**config.mk**
```make
export PLATFORM = sky130hd
export DESIGN_NAME = enigma_rotor_flat
export DESIGN_NICKNAME = d
export VERILOG_FILES = /design/src/rtl/enigma_pkg.sv /design/src/rtl/enigma_rotor_if.sv /design/src/rtl/enigma_wiring_mux.sv /design/src/rtl/enigma_rotor.sv /design/src/flat_wrapper.sv
export SDC_FILE = /design/constraint.sdc
export NUM_CORES = 1
export LEC_CHECK = 0
export ABC_AREA = 0
export CAP_MARGIN = 0
export CORE_UTILIZATION = 40
export DETAILED_ROUTE_END_ITERATION = 10
export HOLD_SLACK_MARGIN = 0.03
export PLACE_DENSITY = 0.67
export SYNTH_ARGS = -nofsm -noshare
export SYNTH_HDL_FRONTEND = slang
export SYNTH_SLANG_ARGS = --single-unit
```
**constraint.sdc**
```tcl
create_clock -name clk -period 10.6 [get_ports clk]
set_input_delay 1.59 -clock clk [delete_from_list [all_inputs] [get_ports clk]]
set_output_delay 1.59 -clock clk [all_outputs]
set_load 0.02 [all_outputs]
```
**src/rtl/enigma_pkg.sv**
```systemverilog
// rtl/enigma_pkg.sv - shared constants, types and mod-26 helpers for the rotor
package enigma_pkg;

  localparam int ALPHA   = 26;
  localparam int ASCII_A = 65;

  typedef logic [4:0] letter_t;

  typedef enum logic [1:0] {
    IDLE,
    SRCH,
    DONE
  } state_t;

  // (a + b) mod 26 for a, b in 0..25, using a 6-bit intermediate
  function automatic letter_t add26(input letter_t a, input letter_t b);
    logic [5:0] s;
    s = {1'b0, a} + {1'b0, b};
    if (s >= 6'(ALPHA)) s = s - 6'(ALPHA);
    return s[4:0];
  endfunction

  // (a - b) mod 26 for a, b in 0..25; bit 5 flags a negative difference
  function automatic letter_t sub26(input letter_t a, input letter_t b);
    logic [5:0] d;
    d = {1'b0, a} - {1'b0, b};
    if (d[5]) d = d + 6'(ALPHA);
    return d[4:0];
  endfunction

  // Entry k lives at tbl[200-8k +: 8]; shifting left by 8k brings it to the top byte
  function automatic logic [7:0] wiring_entry(input logic [207:0] tbl, input letter_t k);
    logic [207:0] t;
    t = tbl << {k, 3'b000};
    return t[207:200];
  endfunction

  // ASCII letter to 0..25 (only meaningful for 'A'..'Z')
  function automatic letter_t to_letter(input logic [7:0] c);
    logic [7:0] t;
    t = c - 8'(ASCII_A);
    return t[4:0];
  endfunction

  function automatic logic [7:0] to_ascii(input letter_t l);
    return {3'b000, l} + 8'(ASCII_A);
  endfunction

  function automatic logic is_letter(input logic [7:0] c);
    return (c >= 8'h41) && (c <= 8'h5A);
  endfunction

endpackage

```
**src/rtl/enigma_rotor_if.sv**
```systemverilog
// rtl/enigma_rotor_if.sv - rotor control/data bundle; ring_in exists only with ROTOR_RING_EN
interface enigma_rotor_if;
  logic         set;
  logic [207:0] idx_in;
  logic [4:0]   pos_in;
  logic [4:0]   notch_in;
`ifdef ROTOR_RING_EN
  logic [4:0]   ring_in;
`endif
  logic         step;
  logic         valid;
  logic [7:0]   din;
  logic         dec;
  logic [7:0]   dout;
  logic         done;
  logic         busy;
  logic         carry;
  logic [4:0]   pos;
  logic         err;

  modport master (
    output set, idx_in, pos_in, notch_in,
`ifdef ROTOR_RING_EN
    output ring_in,
`endif
    output step, valid, din, dec,
    input  dout, done, busy, carry, pos, err
  );

  modport slave (
    input  set, idx_in, pos_in, notch_in,
`ifdef ROTOR_RING_EN
    input  ring_in,
`endif
    input  step, valid, din, dec,
    output dout, done, busy, carry, pos, err
  );
endinterface

```
**src/rtl/enigma_wiring_mux.sv**
```systemverilog
// rtl/enigma_wiring_mux.sv - 26:1 byte select from the wiring table
module enigma_wiring_mux
  import enigma_pkg::*;
(
  input  logic [207:0] tbl_i,
  input  letter_t      sel_i,
  output logic [7:0]   byte_o
);

  // Out-of-range indices read as zero so they never match a letter
  always_comb begin
    byte_o = 8'h00;
    if (sel_i < 5'(ALPHA)) byte_o = wiring_entry(tbl_i, sel_i);
  end

endmodule

```
**src/rtl/enigma_rotor.sv**
```systemverilog
// rtl/enigma_rotor.sv - single Enigma rotor stage; ROTOR_RING_EN adds a ring setting
module enigma_rotor
  import enigma_pkg::*;
(
  input  logic           clk,
  input  logic           reset,
  enigma_rotor_if.slave  rif
);

  state_t       state_q;
  logic [207:0] tbl_q;
  letter_t      pos_q;
  letter_t      notch_q;
  letter_t      j_q;
  logic         pend_q;
  logic [7:0]   din_q;
  logic         dec_q;
  logic [7:0]   dout_q;
  logic         done_q;
  logic         busy_q;
  logic         carry_q;
  logic         err_q;

  letter_t      ring_w;
  letter_t      off_d;
  letter_t      e_d;
  letter_t      sel_d;
  letter_t      w_d;
  letter_t      pos_d;
  letter_t      j_d;
  logic [7:0]   mux_byte;

`ifdef ROTOR_RING_EN
  letter_t      ring_q;
  assign ring_w = ring_q;
`else
  assign ring_w = '0;
`endif

  // Effective offset, entry index and shared table index for this search step
  always_comb begin
    off_d = sub26(pos_q, ring_w);
    e_d   = add26(to_letter(din_q), off_d);
    sel_d = dec_q ? j_q : e_d;
    w_d   = to_letter(mux_byte);
    pos_d = (pos_q == 5'd25) ? 5'd0 : pos_q + 5'd1;
    j_d   = j_q + 5'd1;
  end

  enigma_wiring_mux u_mux (
    .tbl_i  (tbl_q),
    .sel_i  (sel_d),
    .byte_o (mux_byte)
  );

  // Control FSM: set overrides everything; steps only land in IDLE
  always_ff @(posedge clk or posedge reset) begin
    if (reset) begin
      state_q <= IDLE;
      tbl_q   <= '0;
      pos_q   <= '0;
      notch_q <= '0;
      j_q     <= '0;
      pend_q  <= 1'b0;
      din_q   <= '0;
      dec_q   <= 1'b0;
      dout_q  <= '0;
      done_q  <= 1'b0;
      busy_q  <= 1'b0;
      carry_q <= 1'b0;
      err_q   <= 1'b0;
`ifdef ROTOR_RING_EN
      ring_q  <= '0;
`endif
    end else begin
      done_q  <= 1'b0;
      carry_q <= 1'b0;
      if (rif.set) begin
        tbl_q   <= rif.idx_in;
        pos_q   <= rif.pos_in;
        notch_q <= rif.notch_in;
`ifdef ROTOR_RING_EN
        ring_q  <= rif.ring_in;
`endif
        pend_q  <= 1'b0;
        err_q   <= 1'b0;
        busy_q  <= 1'b0;
        state_q <= IDLE;
      end else begin
        case (state_q)
          IDLE: begin
            if (rif.step || pend_q) begin
              pos_q   <= pos_d;
              carry_q <= (pos_q == notch_q);
              pend_q  <= 1'b0;
            end
            if (rif.valid) begin
              din_q   <= rif.din;
              dec_q   <= rif.dec;
              j_q     <= '0;
              busy_q  <= 1'b1;
              state_q <= SRCH;
            end
          end
          SRCH: begin
            if (rif.step) pend_q <= 1'b1;
            if (!is_letter(din_q)) begin
              dout_q  <= din_q;
              done_q  <= 1'b1;
              state_q <= DONE;
            end else if (!dec_q) begin
              dout_q  <= to_ascii(sub26(w_d, off_d));
              done_q  <= 1'b1;
              state_q <= DONE;
            end else if (w_d == e_d) begin
              dout_q  <= to_ascii(sub26(j_q, off_d));
              done_q  <= 1'b1;
              state_q <= DONE;
            end else if (j_q == 5'd25) begin
              dout_q  <= 8'h3F;
              err_q   <= 1'b1;
              done_q  <= 1'b1;
              state_q <= DONE;
            end else begin
              j_q <= j_d;
            end
          end
          DONE: begin
            if (rif.step) pend_q <= 1'b1;
            busy_q  <= 1'b0;
            state_q <= IDLE;
          end
          default: begin
            busy_q  <= 1'b0;
            state_q <= IDLE;
          end
        endcase
      end
    end
  end

  assign rif.dout  = dout_q;
  assign rif.done  = done_q;
  assign rif.busy  = busy_q;
  assign rif.carry = carry_q;
  assign rif.pos   = pos_q;
  assign rif.err   = err_q;

endmodule

```
**src/flat_wrapper.sv**
```systemverilog
// flat-port wrapper written by rule: the top's interface ports become plain ports
module enigma_rotor_flat import enigma_pkg::*;
  (clk, reset, rif_set, rif_idx_in, rif_pos_in, rif_notch_in, rif_step, rif_valid, rif_din, rif_dec, rif_dout, rif_done, rif_busy, rif_carry, rif_pos, rif_err);
  enigma_rotor_if rif_i ();
  input  logic clk;
  input  logic reset;
  input wire logic [$bits(rif_i.set)-1:0] rif_set;
  input wire logic [$bits(rif_i.idx_in)-1:0] rif_idx_in;
  input wire logic [$bits(rif_i.pos_in)-1:0] rif_pos_in;
  input wire logic [$bits(rif_i.notch_in)-1:0] rif_notch_in;
  input wire logic [$bits(rif_i.step)-1:0] rif_step;
  input wire logic [$bits(rif_i.valid)-1:0] rif_valid;
  input wire logic [$bits(rif_i.din)-1:0] rif_din;
  input wire logic [$bits(rif_i.dec)-1:0] rif_dec;
  output wire logic [$bits(rif_i.dout)-1:0] rif_dout;
  output wire logic [$bits(rif_i.done)-1:0] rif_done;
  output wire logic [$bits(rif_i.busy)-1:0] rif_busy;
  output wire logic [$bits(rif_i.carry)-1:0] rif_carry;
  output wire logic [$bits(rif_i.pos)-1:0] rif_pos;
  output wire logic [$bits(rif_i.err)-1:0] rif_err;
  assign rif_i.set = rif_set;
  assign rif_i.idx_in = rif_idx_in;
  assign rif_i.pos_in = rif_pos_in;
  assign rif_i.notch_in = rif_notch_in;
  assign rif_i.step = rif_step;
  assign rif_i.valid = rif_valid;
  assign rif_i.din = rif_din;
  assign rif_i.dec = rif_dec;
  assign rif_dout = rif_i.dout;
  assign rif_done = rif_i.done;
  assign rif_busy = rif_i.busy;
  assign rif_carry = rif_i.carry;
  assign rif_pos = rif_i.pos;
  assign rif_err = rif_i.err;
  enigma_rotor u_core (.clk(clk), .reset(reset), .rif(rif_i));
endmodule
```
---- Word level (Yosys, flattened, before mapping) ----
Index checks and enable logic that the tools add are counted.
W data, S select, Z words.
word-level totals
  flip-flop bits (word level) ............. 247
  input bits .............................. 232
  output and inout bits ................... 17
  word-level logic and storage cells ...... 126
cells by class
  add/sub/neg operators ................... 12
  magnitude comparators ................... 4
  eq/ne operators ......................... 18
  shift operators ......................... 1
  muxes and demuxes ....................... 57
  bitwise logic cells ..................... 1
  reductions and logical operators ........ 20
operators by type and width
  operator               number
  $shl A208 B8 Y205      1
  $mux W5                23
  $mux W8                4
  $mux W1                20
  $add A5 B7 Y8 const B  2
  $reduce_bool A2 Y1     7
  $mux W2                6
  $sub A5 B5 Y6          2
  $add A5 B1 Y5 const B  2
  $add A5 B5 Y5 const B  2
  $eq A5 B5 Y1           2
  $eq A5 B5 Y1 const B   2
  $ne A2 B2 Y1 const B   5
  $pmux W5 S2            1
  $sub A5 B1 Y5 const B  2
  $reduce_and A3 Y1      3
  $ge A8 B7 Y1 const B   1
  $le A8 B7 Y1 const B   1
  $reduce_and A7 Y1      1
  $add A5 B5 Y6          1
  $ge A6 B5 Y1 const B   1
  $ne A6 B6 Y1 const B   1
  $reduce_and A2 Y1      3
  $lt A5 B5 Y1 const B   1
  17 further kinds       19

---- Depth between registers and ports, before layout ----
  depth after elaboration ................. 18
  gate-level depth with buffers ........... 32
  gate-level depth less buffers ........... 30

---- Modules after synthesis ----
From an unflattened synthesis, not the netlist that was laid out.
unflattened totals
  cells, all modules ...................... 1014
  area total of the unflattened synthesis .. 12963.7 µm²
modules (own cells, without submodules)
  module             times used  cells an instance  area each (µm²)  sequential area each (µm²)
  enigma_rotor       1           822                11110.7          6180.9
  enigma_wiring_mux  1           192                1853.0           0.0

---- Worst setup path after synthesis ----
OpenSTA, ideal clock, no wires.
  path kind ............................... reg-to-reg
  start ................................... register u_core.din_q[0]
  end ..................................... register u_core.dout_q[4] (netlist: u_core.rif.dout[4])
  setup time .............................. 125 ps
  arrival ................................. 5875 ps
  required time ........................... 10475 ps
  setup slack ............................. 4600 ps
  cell stages (with the launch flop) ...... 30
  path buffers ............................ 1
  period minus slack after synthesis ...... 6000 ps
  cell sequence ........................... dfrtp_1 inv_1 ha_1 nor3b_1 xor2_1 ha_1 and3_4 a221oi_4 inv_2 a2111oi_2 or3_1 buf_2 mux2_2 nor4_1 nor4_4 ha_1 inv_1 ha_1 nor2b_1 o21ai_0 nand2b_1 a21o_1 a21o_1 xnor2_1 ha_1 nor3b_1 xor2_1 o22ai_1 a31oi_1 mux2_4
on the way
  cells in the longest elaborated chain, start to end .. 18
  elaborated cells on any way between the ends .. 27
  classes of those cells .................. 7 x add/sub; 4 x order compare; 2 x eq/ne; 1 x shift; 11 x mux; 2 x reduce/logical
ends and longest elaborated chain
  what                                                      RTL line                                   source
  start: declaration                                        enigma_rotor.sv:16                         logic [7:0] din_q;
  start signal: assignment                                  enigma_rotor.sv:98                         din_q <= rif.din;
  $sub A5 B1 Y5                                             enigma_pkg.sv:41                           t = c - 8'(ASCII_A);
  $add A5 B5 Y6                                             enigma_pkg.sv:18                           s = {1'b0, a} + {1'b0, b};
  $sub A5 B5 Y5 / $ge A6 B5 Y1 (equally long branches)      enigma_pkg.sv:19                           if (s >= 6'(ALPHA)) s = s - 6'(ALPHA);
  $mux W5                                                   enigma_pkg.sv:19
  $mux W5                                                   enigma_rotor.sv:44                         sel_d = dec_q ? j_q : e_d;
  $shl A208 B8 Y205 / $lt A5 B5 Y1 (equally long branches)  enigma_pkg.sv:34, enigma_wiring_mux.sv:13
  $mux W5                                                   enigma_wiring_mux.sv:13                    if (sel_i < 5'(ALPHA)) byte_o = wiring_entry(tbl_i, sel_i);
  $sub A5 B1 Y5                                             enigma_pkg.sv:41
  (+2 left out)                                             -
  $mux W5                                                   enigma_pkg.sv:27                           if (d[5]) d = d + 6'(ALPHA);
  $mux W5                                                   enigma_rotor.sv:111                        end else if (!dec_q) begin
  $mux W5                                                   enigma_rotor.sv:107                        if (!is_letter(din_q)) begin
  $mux W5                                                   enigma_rotor.sv:90                         case (state_q)
  $mux W5                                                   enigma_rotor.sv:78                         if (rif.set) begin
  $add A5 B7 Y8                                             enigma_pkg.sv:46                           return {3'b000, l} + 8'(ASCII_A);
  $mux W8                                                   enigma_rotor.sv:111
  $mux W8                                                   enigma_rotor.sv:107
  end signal: assignment                                    enigma_rotor.sv:108                        dout_q <= din_q;
  end signal: assignment                                    enigma_rotor.sv:112                        dout_q <= to_ascii(sub26(w_d, off_d));
  end signal: assignment                                    enigma_rotor.sv:116                        dout_q <= to_ascii(sub26(j_q, off_d));
  end: declaration                                          enigma_rotor.sv:18                         logic [7:0] dout_q;
Parallel ways exist; a longest one is shown, timed or not. The select of a mux whose other input is x is not followed.
A chain may end at the register's enable or synchronous reset.

---- Worst setup path in the final report ----
Same ends and word-level chain as after synthesis.

==> impl_metrics.yaml <==
timing:
  report.final.hold_viol_count: 0
  setup_tns_ps: 0
  finalClockSkew_ps: 17.2
  finalSetupViolCount: 0
  clock.fmax_mhz: 125
  rsz0062_at_grt: "no"
  fin_crit_ps: 8010
  period_share_pct: 75.5
  worst_pin_slew_ps: 1170
  slew-limit-headroom_pct: 21.6
  whs_ps: 502
  drv_slew: 0
final_layout:
  diodes: 0
  final_cell_mix: "clkdlybuf4s50_1, dfrtp_1, mux2_2"
  instances_no_fill: 1337
  drive_gt1_share_pct: 23.3
  syn2layout_area_growth_pct: 25.8
  fin_nets: 1266
grt:
  gr-usage-all-layers_pct: 19.8
  grt.overflow.total: 0
  grt_pass1_vias: 7310
  grt_pass1_wl_mm: 39.4
  grt_max_degree: 95
  antenna_found_initial: 2
clock_tree:
  clk_pin_slew_ps: 70
  clock_sinks: 169
  cts_tree: "yes"
  hold_buffers: 0
  postCtsResizedCells: 0
  worst_skew_pair.late_latency_ps: 440
  post_cts_buffers: 0
  cts_root_buf: "clkbuf_16"
  clockBufferDepth: 2
  cts_max_level: 4
  cts_made_buffers: 17
worst_setup_path:
  rrSetupSlack_ps: 2590
  crit_family: "compound AO/OA/AOI/OAI gates"
  reg2reg_depth: 28
  crit_fanout: 16
  cp-start-kind: "register"
  rr_endpoint: "u_core.rif.dout[4]$_DFFE_PP0P_"
  critical_path_class: "register to register"
  rr_startpoint: "u_core.din_q[0]$_DFFE_PP0P_"
  slowest_stage: "a2111oi_2"
  cpPeakStageDelay_ps: 1040
  required_ps: 10910
  arrival_ps: 8310
  endpoint_kind: "register"
  worst-path-buf-inv: 3
  cp_common_cell: "ha_1"
floorplanning:
  top_level_ports: 249
  die_h_um: 160
  core_area_um2: 24400
  start_util_pct: 40.8
  die_width_um: 160
  rows: 57
  design.die.area_um2: 25500
synth:
  ys.flop_type: "dfrtp_1"
  synth_top_family_by_area: "multiplexers"
  yosys.area_share.simple_pct: 8.06
  async_flop_share_pct: 100
  synth_edf_count: 0
  ys_ff_latch: 169
  synth_xor_area_share_pct: 3.41
  yosysUniqueCellTypes: 86
  yosys_warnings: 0
  post_synth.cell_area_avg_um2: 11.7
  synthTopCellsByArea: "dfrtp_1, mux2_2, mux2i_1"
  syn_nets: 1115
  synth_fa_ha_area_share_pct: 4.50
  yosysTopAreaCell: "dfrtp_1"
  synth_top_area_share_pct: 42.5
  synth_compound_area_share_pct: 11.9
  synth_mux_area_share_pct: 26.1
  seq_area_frac_synth_pct: 42.5
  syn_area_um2: 9960
  synth_cells: 849
detailed_routing:
  avgRoutedWirePerCell_um: 18.1
  avgViaCountPerCell: 5.38
  wirelength_mm: 24.2
  vias: 7190
  ant_nets: 0
  drt-initial-drc-count: 435
  first_pass_iters: 5
  drc: 0
placement:
  post-place-cells: 1305
  gp_congestion: 0.840
  dp_hpwl_mm: 17.9
  io_buffer_count: 170
flow_run:
  max-cap-violations: 0
hold_path:
  hp-class: "register to register"
  hold_path_end: "u_core.rif.dout[6]$_DFFE_PP0P_"
  hold-path-cell-count: 1
  min_from: "u_core.rif.dout[6]$_DFFE_PP0P_"
outcome:
  status: "complete, no violations"
## flip-flops by register name, indices dropped and copies added (netlist names), 2 cells and up
register,flops
u_core.tbl_q,130
u_core.din_q,8
u_core.rif.dout,8
u_core.j_q,5
u_core.notch_q,5
u_core.rif.pos,5
u_core.state_q,2
## worst register-to-register path: cells and delay by family (launching register included)
| kind | cells | cell delay [ps] |
|---|---|---|
| compound gates | 7 | 2230 |
| flops | 1 | 440 |
| simple gates | 8 | 2160 |
| mux | 2 | 730 |
| xor+xnor | 3 | 570 |
| fa+ha+maj | 5 | 1420 |
| buf+inv | 3 | 320 |
## metal layers
| layer | global-route usage [%] | routed length (um) |
|---|---|---|
| met4 | 6.86 | 666 |
| met2 | 33.6 | 11900 |
| met5 | 0 | 25 |
| met1 | 23.9 | 10100 |
| met3 | 5.48 | 1520 |
## area by class of cell
cell class / count / area (um2)
Multi-Input combinational cell: 606 / 5380
Fill cell: 2219 / 11900
Clock inverter: 15 / 220
Inverter: 31 / 121
Sequential cell: 169 / 4230
Timing Repair Buffer: 175 / 1740
Clock buffer: 17 / 425
Tap cell: 324 / 405
## logic make-up after synthesis
family | count (synthesis)
DFF | 169
AOI/OAI and AO/OA | 152
buffers and inverters | 74
xor gates and xnor gates | 36
adders and majority gates | 34
and+or+nand+nor | 149
muxes | 235
## per-stage QoR
step	utilization, %	cell area (um2)	setup WS, ps
after floorplan	-	9960	4430
after global placement	48.7	11900	2890
after detailed placement	48.7	11900	2710
after CTS	51.3	12500	2640
after global routing	51.3	12500	2160
final	51.3	12500	2590
## synthesized netlist by cell type, types with 3 or more instances
| master | count |
|---|---|
| a211o_1 | 3 |
| a211oi_1 | 6 |
| a21o_1 | 10 |
| a21oi_1 | 30 |
| a21oi_2 | 3 |
| a22o_1 | 3 |
| a31oi_1 | 4 |
| and3_1 | 6 |
| buf_2 | 11 |
| buf_4 | 5 |
| buf_6 | 6 |
| clkbuf_1 | 20 |
| dfrtp_1 | 169 |
| fa_1 | 3 |
| ha_1 | 31 |
| inv_1 | 28 |
| mux2_2 | 160 |
| mux2_4 | 6 |
| mux2i_1 | 67 |
| nand2_1 | 45 |
| nand2b_1 | 8 |
| nand3_1 | 16 |
| nand4_1 | 13 |
| nor2_1 | 28 |
| nor2b_1 | 3 |
| nor3_1 | 4 |
| nor3_2 | 3 |
| nor3b_1 | 4 |
| nor4_1 | 3 |
| o2111ai_1 | 7 |
| o211ai_1 | 7 |
| o21ai_0 | 19 |
| o21ai_1 | 6 |
| o22ai_1 | 7 |
| o2bb2ai_1 | 3 |
| o311ai_0 | 4 |
| o31ai_1 | 9 |
| xnor2_1 | 22 |
| xor2_1 | 12 |
## worst max-delay path by stage
| stage | startpoint | endpoint | slack (ps) | cells after the start |
|---|---|---|---|---|
| after floorplan | reset | u_core.dec_q$_DFFE_PP0P_ | 4430 | 1 |
| after global placement | u_core.din_q[0]$_DFFE_PP0P_ | u_core.rif.dout[4]$_DFFE_PP0P_ | 2890 | 28 |
| after detailed placement | u_core.din_q[0]$_DFFE_PP0P_ | u_core.rif.dout[4]$_DFFE_PP0P_ | 2710 | 28 |
| after CTS | u_core.din_q[0]$_DFFE_PP0P_ | u_core.rif.dout[4]$_DFFE_PP0P_ | 2640 | 28 |
| after global routing | u_core.din_q[0]$_DFFE_PP0P_ | u_core.rif.dout[4]$_DFFE_PP0P_ | 2160 | 28 |
| final | u_core.din_q[0]$_DFFE_PP0P_ | u_core.rif.dout[4]$_DFFE_PP0P_ | 2590 | 28 |
Power is not shown: default switching activity piles up to over one toggle a cycle in this logic, so the estimate is an artifact.
